[src/rtl/rv32i_ram_loader.sv]
// Boot-time image loader: packs a byte stream little-endian into words and stores them to RAM,
// owning the RAM port while loading and passing CPU requests through otherwise.
package rv32i_pkg;
  typedef enum logic [1:0] {MEM_NOP = 2'd0, MEM_LOAD = 2'd1, MEM_STORE = 2'd2} mem_op_e;
  typedef enum logic [1:0] {RAM_MASK_B = 2'd0, RAM_MASK_H = 2'd1, RAM_MASK_W = 2'd2} ram_mask_e;
endpackage

module rv32i_ram_loader
  import rv32i_pkg::*;
#(
  parameter int unsigned LEN_WIDTH = 21
) (
  input  logic                     clk,
  input  logic                     rst,
  input  logic                     start,
  input  logic [31:0]              base_addr,
  input  logic [LEN_WIDTH-1:0]     byte_count,
  rv32i_ram_loader_if.slave        stream,
  output logic                     busy,
  output logic                     done,
  input  logic [31:0]              cpu_addr,
  input  logic [31:0]              cpu_wdata,
  input  mem_op_e                  cpu_mem_op,
  input  ram_mask_e                cpu_ram_mask,
  output logic [31:0]              cpu_rdata,
  output logic [31:0]              ram_addr,
  output logic [31:0]              ram_wdata,
  output mem_op_e                  ram_mem_op,
  output ram_mask_e                ram_mask,
  input  logic [31:0]              ram_rdata
);

  typedef enum logic [2:0] {StIdle, StCollect, StWrite, StTail, StDone} state_e;

  state_e               state_q, state_d;
  logic [31:0]          waddr_q, waddr_d;
  logic [31:0]          word_q, word_d;
  logic [LEN_WIDTH-1:0] len_q, len_d;
  logic [LEN_WIDTH-1:0] cnt_q, cnt_d;
  logic [2:0]           lane_q, lane_d;
  logic [1:0]           tail_q, tail_d;

  always_comb begin
    state_d = state_q;
    waddr_d = waddr_q;
    word_d  = word_q;
    len_d   = len_q;
    cnt_d   = cnt_q;
    lane_d  = lane_q;
    tail_d  = tail_q;
    unique case (state_q)
      StIdle, StDone: begin
        if (start) begin
          waddr_d = {base_addr[31:2], 2'b00};
          len_d   = byte_count;
          cnt_d   = '0;
          lane_d  = '0;
          word_d  = '0;
          tail_d  = '0;
          state_d = (byte_count == '0) ? StDone : StCollect;
        end
      end
      StCollect: begin
        if (stream.in_valid) begin
          word_d[{lane_q[1:0], 3'b000} +: 8] = stream.in_data;
          lane_d = lane_q + 3'd1;
          cnt_d  = cnt_q + 1'b1;
          if (lane_q == 3'd3) begin
            state_d = StWrite;
          end else if (cnt_d == len_q) begin
            state_d = StTail;
          end
        end
      end
      StWrite: begin
        waddr_d = waddr_q + 32'd4;
        lane_d  = '0;
        word_d  = '0;
        state_d = (cnt_q == len_q) ? StDone : StCollect;
      end
      StTail: begin
        // One byte store per cycle until every collected lane has been flushed.
        tail_d = tail_q + 2'd1;
        if ({1'b0, tail_q} + 3'd1 == lane_q) begin
          state_d = StDone;
        end
      end
      default: state_d = StIdle;
    endcase
  end

  always_ff @(posedge clk or posedge rst) begin
    if (rst) begin
      state_q <= StIdle;
      waddr_q <= '0;
      word_q  <= '0;
      len_q   <= '0;
      cnt_q   <= '0;
      lane_q  <= '0;
      tail_q  <= '0;
    end else begin
      state_q <= state_d;
      waddr_q <= waddr_d;
      word_q  <= word_d;
      len_q   <= len_d;
      cnt_q   <= cnt_d;
      lane_q  <= lane_d;
      tail_q  <= tail_d;
    end
  end

  assign busy            = (state_q == StCollect) || (state_q == StWrite) || (state_q == StTail);
  assign done            = (state_q == StDone);
  assign stream.in_ready = (state_q == StCollect);
  assign cpu_rdata       = ram_rdata;

  // Store gating depends only on state, so an asserted reset can never issue a loader store.
  always_comb begin
    ram_addr   = cpu_addr;
    ram_wdata  = cpu_wdata;
    ram_mem_op = cpu_mem_op;
    ram_mask   = cpu_ram_mask;
    case (state_q)
      StCollect: begin
        ram_addr   = waddr_q;
        ram_wdata  = '0;
        ram_mem_op = mem_op_e'(2'd0);
        ram_mask   = RAM_MASK_W;
      end
      StWrite: begin
        ram_addr   = waddr_q;
        ram_wdata  = word_q;
        ram_mem_op = MEM_STORE;
        ram_mask   = RAM_MASK_W;
      end
      StTail: begin
        ram_addr   = waddr_q + {30'b0, tail_q};
        ram_wdata  = {24'b0, word_q[{tail_q, 3'b000} +: 8]};
        ram_mem_op = MEM_STORE;
        ram_mask   = RAM_MASK_B;
      end
      default: ;
    endcase
  end

endmodule

[src/rtl/rv32i_ram_loader_if.sv]
// Byte-stream handshake between the host bridge (master) and the RAM image loader (slave).
interface rv32i_ram_loader_if;
  logic       in_valid;
  logic [7:0] in_data;
  logic       in_ready;

  modport master (output in_valid, output in_data, input in_ready);
  modport slave  (input in_valid, input in_data, output in_ready);
endinterface

[src/flat_wrapper.sv]
// flat-port wrapper written by rule: the top's interface ports become plain ports
module rv32i_ram_loader_flat import rv32i_pkg::*;
#(
  parameter int unsigned LEN_WIDTH = 21
)
  (clk, rst, start, base_addr, byte_count, busy, done, cpu_addr, cpu_wdata, cpu_mem_op, cpu_ram_mask, cpu_rdata, ram_addr, ram_wdata, ram_mem_op, ram_mask, ram_rdata, stream_in_valid, stream_in_data, stream_in_ready);
  rv32i_ram_loader_if stream_i ();
  input  logic clk;
  input  logic rst;
  input  logic start;
  input  logic [31:0] base_addr;
  input  logic [LEN_WIDTH-1:0] byte_count;
  output logic busy;
  output logic done;
  input  logic [31:0] cpu_addr;
  input  logic [31:0] cpu_wdata;
  input  mem_op_e cpu_mem_op;
  input  ram_mask_e cpu_ram_mask;
  output logic [31:0] cpu_rdata;
  output logic [31:0] ram_addr;
  output logic [31:0] ram_wdata;
  output mem_op_e ram_mem_op;
  output ram_mask_e ram_mask;
  input  logic [31:0] ram_rdata;
  input wire logic [$bits(stream_i.in_valid)-1:0] stream_in_valid;
  input wire logic [$bits(stream_i.in_data)-1:0] stream_in_data;
  output wire logic [$bits(stream_i.in_ready)-1:0] stream_in_ready;
  assign stream_i.in_valid = stream_in_valid;
  assign stream_i.in_data = stream_in_data;
  assign stream_in_ready = stream_i.in_ready;
  rv32i_ram_loader #(.LEN_WIDTH(LEN_WIDTH)) u_core (.clk(clk), .rst(rst), .start(start), .base_addr(base_addr), .byte_count(byte_count), .stream(stream_i), .busy(busy), .done(done), .cpu_addr(cpu_addr), .cpu_wdata(cpu_wdata), .cpu_mem_op(cpu_mem_op), .cpu_ram_mask(cpu_ram_mask), .cpu_rdata(cpu_rdata), .ram_addr(ram_addr), .ram_wdata(ram_wdata), .ram_mem_op(ram_mem_op), .ram_mask(ram_mask), .ram_rdata(ram_rdata));
endmodule
[config.mk]
export PLATFORM = sky130hd
export DESIGN_NAME = rv32i_ram_loader_flat
export DESIGN_NICKNAME = d
export VERILOG_FILES = /design/src/rtl/rv32i_ram_loader.sv /design/src/rtl/rv32i_ram_loader_if.sv /design/src/flat_wrapper.sv
export SDC_FILE = /design/constraint.sdc
export NUM_CORES = 1
export LEC_CHECK = 0
export CAP_MARGIN = 20
export CORE_MARGIN = 4
export CORE_UTILIZATION = 47
export CTS_BUF_LIST = sky130_fd_sc_hd__clkbuf_4 sky130_fd_sc_hd__clkbuf_8
export DETAILED_ROUTE_END_ITERATION = 7
export PLACE_DENSITY = 0.86
export SYNTH_ARGS = -nofsm -noshare
export SYNTH_HDL_FRONTEND = slang
export SYNTH_SLANG_ARGS = --single-unit
[constraint.sdc]
create_clock -name clk -period 4.4 [get_ports clk]
set_input_delay 0.66 -clock clk [delete_from_list [all_inputs] [get_ports clk]]
set_output_delay 0.66 -clock clk [all_outputs]
set_load 0.02 [all_outputs]
== Word-level counts from Yosys, hierarchy flattened ==
Index checks and enable logic that the tools add are counted.
Widths: inputs -> output; s select.

* Register bits: 114
* Bits of input ports: 165
* Output and inout port bits: 103
* Word-level logic and storage cells: 72

* Add/subtract/negate cells: 7
* Equal/unequal tests: 12
* Shifts and indexed selects: 3
* Muxes and demuxes: 26
* Reduce and logical (&&, ||, !) cells: 17

{| class="wikitable"
|+ Operators by type and width
! operator !! number
|-
| $pmux 32 s3 || 2
|-
| $pmux 32 s2 || 2
|-
| $mux 32 || 3
|-
| $eq 21x21->1 || 2
|-
| $mux 21 || 2
|-
| $pmux 21 s2 || 1
|-
| $add 32x2->32 || 1
|-
| $add 32x3->32 const B || 1
|-
| $bwmux 32 || 1
|-
| $shift 8x7->32 const A || 1
|-
| $shiftx 32x6->8 || 1
|-
| $shiftx 8x7->32 || 1
|-
| $mux 3 || 9
|-
| $add 21x1->21 const B || 1
|-
| $logic_not 21->1 || 1
|-
| $pmux 2 s2 || 3
|-
| $pmux 3 s4 || 1
|-
| $eq 3x2->1 const B || 3
|-
| $pmux 3 s3 || 1
|-
| $neg 5->7 || 1
|-
| $reduce_and 2->1 || 3
|-
| $reduce_and 3->1 || 2
|-
| $reduce_bool 2->1 || 3
|-
| $reduce_or 2->1 || 3
|-
| other kinds (14) || 16
|}

== Longest topological paths before layout ==
Gate-level depths: netlist of run 1.

* Depth after elaboration: 6
* Depth in mapped cells: 11
* Gate-level depth less buffers: 8

== Worst setup path before layout of run 1 ==
No wires, ideal clock.

* Path type: register to output
* Start point: register u_core.tail_q[0]
* End point: output port ram_wdata[0]
* Arrival time: 1,834 ps
* Data required time: 3,740 ps
* Slack: 1,906 ps
* Stages on the path, launching flop included: 4
* Buffers on the path: 1
* Cell sequence: dfrtp_1 -> buf_1 -> mux4_2 -> a221o_1

* Cells in the longest elaborated chain, start to end: 2

{| class="wikitable"
|+ RTL lines
! what !! RTL line !! text
|-
| start, declared || rv32i_ram_loader.sv:41 || <nowiki>logic [1:0] tail_q, tail_d;</nowiki>
|-
| start signal, assigned || rv32i_ram_loader.sv:108 || <nowiki>tail_q <= tail_d;</nowiki>
|-
| $shiftx 32x6->8 || rv32i_ram_loader.sv:138 || <nowiki>ram_wdata = {24'b0, word_q[{tail_q, 3'b000} +: 8]};</nowiki>
|-
| $pmux 32 s3 || rv32i_ram_loader.sv:123 || <nowiki>case (state_q)</nowiki>
|-
| end, declared || flat_wrapper.sv:21 || <nowiki>output logic [31:0] ram_wdata;</nowiki>
|}

Every way passes these cells.

== Worst setup path in the final report of run 1 ==
* Start point: register u_core.state_q[2]
* End point: output port ram_wdata[27]

* Cells in the longest elaborated chain, start to end: 2
* Elaborated cells between the ends (all ways): 4
* Classes of those cells: eq/ne: 3; mux: 1

{| class="wikitable"
|+ RTL lines
! what !! RTL line !! text
|-
| start, declared || rv32i_ram_loader.sv:35 || <nowiki>state_e state_q, state_d;</nowiki>
|-
| start signal, assigned || rv32i_ram_loader.sv:94 || <nowiki>state_q <= StIdle;</nowiki>
|-
| start signal, assigned || rv32i_ram_loader.sv:102 || <nowiki>state_q <= state_d;</nowiki>
|-
| $eq 3x2->1 / $eq 3x1->1 (equally long branches) || rv32i_ram_loader.sv:123 ||
|-
| $pmux 32 s3 * || rv32i_ram_loader.sv:123 ||
|}

Every way passes the cells marked *; elsewhere a longest branch is shown, timed or not.

==> results of run 1 <==
-- critical path: stages (launching register included) --
cell	delay [ps]
dfrtp_1	740
or2_2	450
buf_4	460
a22o_1	250
clkdlybuf4s50_1	620
-- report_power, final --
part / switching [mW] / internal [mW] / total, mW
registers: 0.409 / 1.32 / 1.73
logic: 1.96 / 1.48 / 3.44
clock network: 0.367 / 0.348 / 0.716
total: 2.73 / 3.15 / 5.89
-- how the worst min path moves through the flow --
| stage | start | to | slack [ps] | cells past startpoint |
|---|---|---|---|---|
| final | u_core.len_q[17]$_DFFE_PP0P_ | u_core.len_q[17]$_DFFE_PP0P_ | 510 | 2 |
| after detailed placement | u_core.len_q[6]$_DFFE_PP0P_ | u_core.len_q[6]$_DFFE_PP0P_ | 490 | 2 |
| after floorplan | u_core.len_q[11]$_DFFE_PP0P_ | u_core.len_q[11]$_DFFE_PP0P_ | 470 | 2 |
| after global routing | u_core.len_q[18]$_DFFE_PP0P_ | u_core.len_q[18]$_DFFE_PP0P_ | 530 | 2 |
| after global placement | u_core.len_q[18]$_DFFE_PP0P_ | u_core.len_q[18]$_DFFE_PP0P_ | 480 | 2 |
| after CTS | u_core.len_q[17]$_DFFE_PP0P_ | u_core.len_q[17]$_DFFE_PP0P_ | 510 | 2 |
-- per-layer routing --
layer	global-route usage (%)	routed length, um	vias up
met5	0	0	-
met4	9.30	587	0
met3	5.93	1980	49
met2	42.9	11100	386
met1	31.0	9120	3512
li1	-	-	3418
-- cells by family after synthesis --
kind of cell / after synthesis / share of synthesized area, %
AOI/OAI and AO/OA: 197 / 18.8
xor gates and xnor gates: 33 / 4.04
adders and majority gates: 10 / 1.70
buffers and inverters: 94 / 6.87
DFF: 112 / 38.2
muxes: 13 / 3.15
and+or+nand+nor: 427 / 27.2
-- state kept, by name (all words and copies together) (netlist names) --
| register | cells |
|---|---|
| u_core.waddr_q | 30 |
| u_core.tail_q | 2 |
| u_core.state_q | 3 |
| u_core.lane_q | 3 |
| u_core.word_q | 32 |
| u_core.len_q | 21 |
| u_core.cnt_q | 21 |
-- cell type report --
cell class | instances | area (um^2)
Sequential cell | 112 | 2800
Inverter | 12 | 52.6
Clock inverter | 5 | 86.3
Multi-Input combinational cell | 680 | 4050
Tap cell | 211 | 264
Clock buffer | 11 | 145
Fill cell | 1288 | 5760
Timing Repair Buffer | 213 | 2100
-- stage by stage --
step                setup slack (ps)  power (mW)  util [%]
global route                     702        6.27      62.2
global placement                 947        5.10      60.7
finish                           802        5.89      62.2
floorplan                        781        3.84         -
CTS                              766        5.91      62.2
detailed placement               889        5.18      60.7
-- synth_stat cells, types with 5 or more instances --
library cell	instances	share of area [%]
a22o_1	42	5.0
buf_2	5	0.34
clkbuf_1	38	1.9
ha_1	10	1.7
and4_1	7	0.84
and3_1	11	0.94
nand4_1	18	1.5
o21ai_0	54	3.7
nand3_1	27	1.8
inv_1	11	0.56
nor4_1	9	0.77
a211oi_1	5	0.51
o22ai_1	5	0.43
and2_1	6	0.51
nor3_1	16	1.1
nor2_1	48	2.5
xnor2_1	25	3.0
o31ai_1	6	0.61
a221o_1	16	2.2
dfrtp_1	112	38
mux4_2	8	2.5
nor2b_1	11	0.94
a31oi_1	8	0.68
a21oi_1	26	1.8
o311ai_0	8	0.95
xor2_1	7	0.84
nand2_1	242	12
buf_4	33	3.4
o211ai_1	7	0.72
==> key figures, run 1 <==
Status
  • Status: finished clean

Worst hold path
  • Hold Path Class: flip-flop to flip-flop

Synth
  • Synth warnings: 0
  • Post-Synthesis Cells: slightly below 900
  • Post-Syn Nets: 1,061
  • Ys async rst share: 100%
  • Ys flop type: dfrtp_1
  • Seq/Total Area, Yosys: 38.2%
  • Synthesized area per cell: 8.29 um^2
  • Synth Cell Area: roughly 7300 um^2
  • EDFF count, synth: 0
  • Library cells used by synthesis: between 60 and 70
  • Synth Register Bits: between 100 and 150

Die
  • Num rows: between 40 and 50
  • Die Span Y: between 100 and 150 um
  • Num ports: roughly 270
  • Core Box Area: 15,300 um^2
  • Die ar.: between 15,000 and 20,000 um^2
  • Die Width: 133 um
  • Initial core utilization: between 40% and 50%

Clock network
  • Worst-Skew Late Latency: 400 ps
  • Post-CTS sizing: 0
  • Reg clk slew, reported paths: 100 ps
  • H-tree lvl count: 3
  • CTS tree: yes
  • Post-CTS Setup Bufs: 0
  • Clock sink total: ~110
  • CTS Hold Buffers Added: 0
  • Root Driver: clkbuf_8
  • Clk buf depth: 2
  • TritonCTS Buffers: 9

Power and ir drop
  • Leakage: about 4 nW
  • PwrDens: 620 nW/um^2
  • Peak supply drop: 0.382 mV

Global route
  • Vias in the first global route: about 7,000
  • GRT Overall Usage: roughly a quarter
  • Initial antenna violation count: 0
  • Global-route wire length before repair: ~36,000 um
  • GRT overflow: 0
  • Largest net degree at the start of global routing: 73

Route
  • Drt total wl: approximately 23,000 um
  • Routed WL per cell: ~18 um
  • Initial DRT Pass Iterations: 7
  • Starting DRT DRC Count: 597
  • DRC Markers: 0
  • Vias: 7,365
  • Antenna viol nets, final: 0
  • Vias per inst: 5.92

Place
  • Cell Area, Placed: ~9000 um^2
  • RePlAce Congestion: 0.943
  • # port buffers: around 200
  • Inst Count DP: between 1,000 and 1,500
  • HPWL Detailed: 16,600 um

Timing
  • Final setup violation count: 0
  • Slew Viols, Final: 0
  • Setup TNS: 0 ps
  • Clock Skew: roughly 16 ps
  • Worst-margin pin slew: approximately 1100 ps
  • Final Hold Viols: 0
  • Final min period: around 3600 ps
  • Share of the clock period used by the worst path: 81.8%
  • Slew HR: roughly 29%
  • WHS: between 500 and 600 ps
  • RSZ-0062 raised after global routing: no
  • F_max: between 200 and 300 MHz

Final layout
  • Final instance area: between 9000 and 10,000 um^2
  • Most frequent cells in the layout: nand2_1, clkdlybuf4s50_1, dfrtp_1
  • Total Nets Final: 1,203
  • Fin cells: about 1,200
  • Share of layout cells above drive strength 1: 5.61%
  • Synthesis-to-layout area growth: 29.4%
  • Most common cell after layout, fill and taps aside: nand2_1
  • Ant diodes: 0

Worst setup path
  • Reg2Reg Depth: 6
  • CP startpoint: u_core.state_q[2]$_DFFE_PP0P_
  • CP Max Fanout: 45
  • Worst setup SP type: flip-flop
  • Worst EP arrival: between 2000 and 3000 ps
  • Reg2reg end: u_core.word_q[28]$_DFFE_PP0P_
  • Worst Path Class, Setup: flip-flop to output port
  • CP Capture Type: output port
  • R2R Setup Slk: 1260 ps
  • CP Data Required Time: roughly 3700 ps
  • FF-to-FF Start: u_core.state_q[2]$_DFFE_PP0P_
  • Crit path capture: ram_wdata[27]

Flow run
  • Maxcap violations: 0
Note: power is estimated with default switching activity, not from simulation.
==> run 2, diff against run 1 <==
==> constraint.sdc (replaced) <==
create_clock -name clk -period 3.7 [get_ports clk]
set_input_delay 0.555 -clock clk [delete_from_list [all_inputs] [get_ports clk]]
set_output_delay 0.555 -clock clk [all_outputs]
set_load 0.02 [all_outputs]
==> run 2 against run 1 <==
Flip-flop and latch count unchanged; clock skew down 2.6 ps; die area unchanged; wire length about the same; power up 20%; via count down 1.2%; sequential share of layout area down 0.15 points; register-to-register slack worse by 670 ps; critical path type unchanged; largest cell class unchanged.
==> key figures, run 2 (same netlist as run 1, synthesis figures left out) <==
Final layout
  • Most frequent cells in the layout: nand2_1, clkdlybuf4s50_1, dfrtp_1
  • Share of layout cells above drive strength 1: 6.07% (+0.45 points)
  • Multi-input gate area: 4050 um^2 (unchanged)
  • Register area: 2800 um^2 (unchanged)
  • Util after Layout: 62.6% (+0.32 points)
  • Max FFs per register: 32 (unchanged)
  • Largest register by flop count: u_core.word_q
  • Synthesis-to-layout area growth: 30.0%
  • Total Nets Final: 1,208 (+0.42%)
  • FILL cells: 1,287 (-0.078%)
  • Most common cell after layout, fill and taps aside: nand2_1
  • Biggest regs: u_core.word_q (32), u_core.waddr_q (30)
  • Ant diodes: 0 (unchanged)

Worst setup path
  • CP Cell Sequence: nor2_1, or2_2, buf_4, a22o_1, clkdlybuf4s50_1
  • FF-to-FF Start: u_core.state_q[2]$_DFFE_PP0P_
  • CP Data Required Time: 3140 ps (-600 ps)
  • CP Max Fanout: 47 (+4.4%)
  • Slowest CP cell: clkdlybuf4s50_1
  • Reg2reg end: u_core.word_q[9]$_DFFE_PP0P_
  • Worst setup SP type: flip-flop
  • R2R Setup Slk: 590 ps (-670 ps)
  • CP peak stage delay: 630 ps (-110 ps)
  • Worst EP arrival: 2790 ps (-150 ps)
  • Worst Path Buf+Inv: 2 (unchanged)
  • CP Capture Type: output port
  • Reg2Reg Depth: 9 (+3)
  • Worst Path Class, Setup: flip-flop to output port
  • Top delay family on crit path: buffers and inverters
  • Crit path depth: 5 (+1)

Timing
  • Final Hold Viols: 0 (unchanged)
  • Slew HR: 36.3% (+7.6 points)
  • Worst-margin pin slew: 947 ps (-115 ps)
  • Slack of the critical path: 356 ps (-446 ps)
  • Share of the clock period used by the worst path: between 90% and 100%
  • Clock Skew: 13.5 ps (-2.63 ps)
  • Final setup violation count: 0 (unchanged)
  • RSZ-0062 raised after global routing: no
  • Slew Viols, Final: 0 (unchanged)
  • Final min period: 3340 ps
  • Setup TNS: 0 ps (unchanged)
  • F_max: approximately 300 MHz

Route
  • Drt total wl: 22,800 um (about the same)
  • Vias per inst: 5.83 (-1.5%)
  • Initial DRT Pass Iterations: 5 (-2)
  • Routed WL per cell: 18.2 um (-0.42%)
  • Vias: 7,280 (-1.2%)
  • DRC Markers: 0 (unchanged)
  • Starting DRT DRC Count: 467 (-22%)
  • Antenna viol nets, final: 0 (unchanged)

Power and ir drop
  • Peak supply drop: 0.442 mV (+16%)
  • PwrDens: 738 nW/um^2 (+19%)
  • Tot Pwr: 7.05 mW (+20%)
  • Leakage: 4.01 nW (+0.70%)

Clock network
  • Clk buf depth: 2 (unchanged)
  • Post-CTS Setup Bufs: 0 (unchanged)
  • Worst-Skew Late Latency: 400 ps (about the same)
  • CTS tree: yes
  • Clock sink total: 112 (unchanged)
  • Root Driver: clkbuf_8
  • H-tree lvl count: 3 (unchanged)
  • TritonCTS Buffers: 9 (unchanged)
  • Post-CTS sizing: 0 (unchanged)
  • CTS Hold Buffers Added: 0 (unchanged)
  • Reg clk slew, reported paths: 110 ps (about the same)

Place
  • RePlAce Congestion: 0.918 (-2.6%)
  • HPWL Detailed: 17,000 um (+2.2%)
  • Pre-CTS setup slack: 690 ps (-199 ps)
  • # port buffers: 201 (unchanged)

Global route
  • Global-route wire length before repair: 36,700 um (+2.2%)
  • Vias in the first global route: 7,256 (+4.2%)
  • Initial antenna violation count: 0 (unchanged)
  • GRT Overall Usage: 25.6% (+0.42 points)
  • GRT overflow: 0 (unchanged)
  • Largest net degree at the start of global routing: 64 (-12%)

Die
  • Die Span Y: 133 um (unchanged)
  • Die Width: 133 um (unchanged)
  • Initial core utilization: 48.1% (unchanged)
  • Die ar.: 17,700 um^2 (unchanged)
  • Core Box Area: 15,300 um^2 (unchanged)
  • Num ports: 268 (unchanged)
  • Num rows: 45 (unchanged)

Worst hold path
  • Hold Path End: u_core.len_q[19]$_DFFE_PP0P_
  • Hold Path Stages: 2 (unchanged)
  • Hold Path Class: flip-flop to flip-flop
  • HP Start: u_core.len_q[19]$_DFFE_PP0P_

Status
  • Status: finished clean

Flow run
  • Maxcap violations: 0 (unchanged)
## run 2: cell types whose count changed in the layout (fill, tap and decap cells not counted)
cell / delta
buf_12: +1
buf_2: -1
buf_4: +5
clkbuf_4: +1
clkbuf_8: -1
inv_6: -1
inv_8: +1
## run 2: per-stage QoR
| stage | cell area [um^2] | hold slack (ps) | std cells |
|---|---|---|---|
| floorplan | 7340 | 465 | 886 |
| global placement | 9320 | 484 | 1233 |
| detailed placement | 9320 | 485 | 1233 |
| CTS | 9550 | 521 | 1249 |
| global route | 9550 | 545 | 1249 |
| finish | 9550 | 511 | 1249 |
## run 2: worst max path at each step
stage                                       start                             to
finish              u_core.state_q[0]$_DFFE_PP0P_                  ram_wdata[23]
global route        u_core.state_q[0]$_DFFE_PP0P_                    ram_addr[4]
CTS                 u_core.state_q[0]$_DFFE_PP0P_                  ram_wdata[23]
detailed placement  u_core.state_q[2]$_DFFE_PP0P_   u_core.word_q[9]$_DFFE_PP0P_
global placement    u_core.state_q[2]$_DFFE_PP0P_  u_core.word_q[15]$_DFFE_PP0P_
floorplan                                     rst    u_core.cnt_q[0]$_DFFE_PP0P_
## run 2: area by class of cell
class	count	share of cell area, %
Inverter	12	0.550
Clock buffer	11	1.45
Clock inverter	5	0.931
Timing Repair Buffer	218	22.5
Tap cell	211	2.77
Sequential cell	112	29.4
Multi-Input combinational cell	680	42.4
## run 2: tightest hold or removal path: stages (launching register included)
cell and delay [ps]:
dfrtp_1 370, nand2_1 50, nand2_1 60
## run 2: power breakdown
part,internal [mW],switching (mW),leakage (nW)
Sequential,1.57,0.471,1.46
Clock,0.406,0.437,0.117
Combinational,1.81,2.36,2.44
## run 2: routing by layer
layer	track usage (%)	part of all wire, %	vias up
li1	-	-	3433
met1	31.8	41	3501
met2	43.2	49	294
met3	6.62	7.5	52
met4	8.83	2.4	0
met5	0	0	-
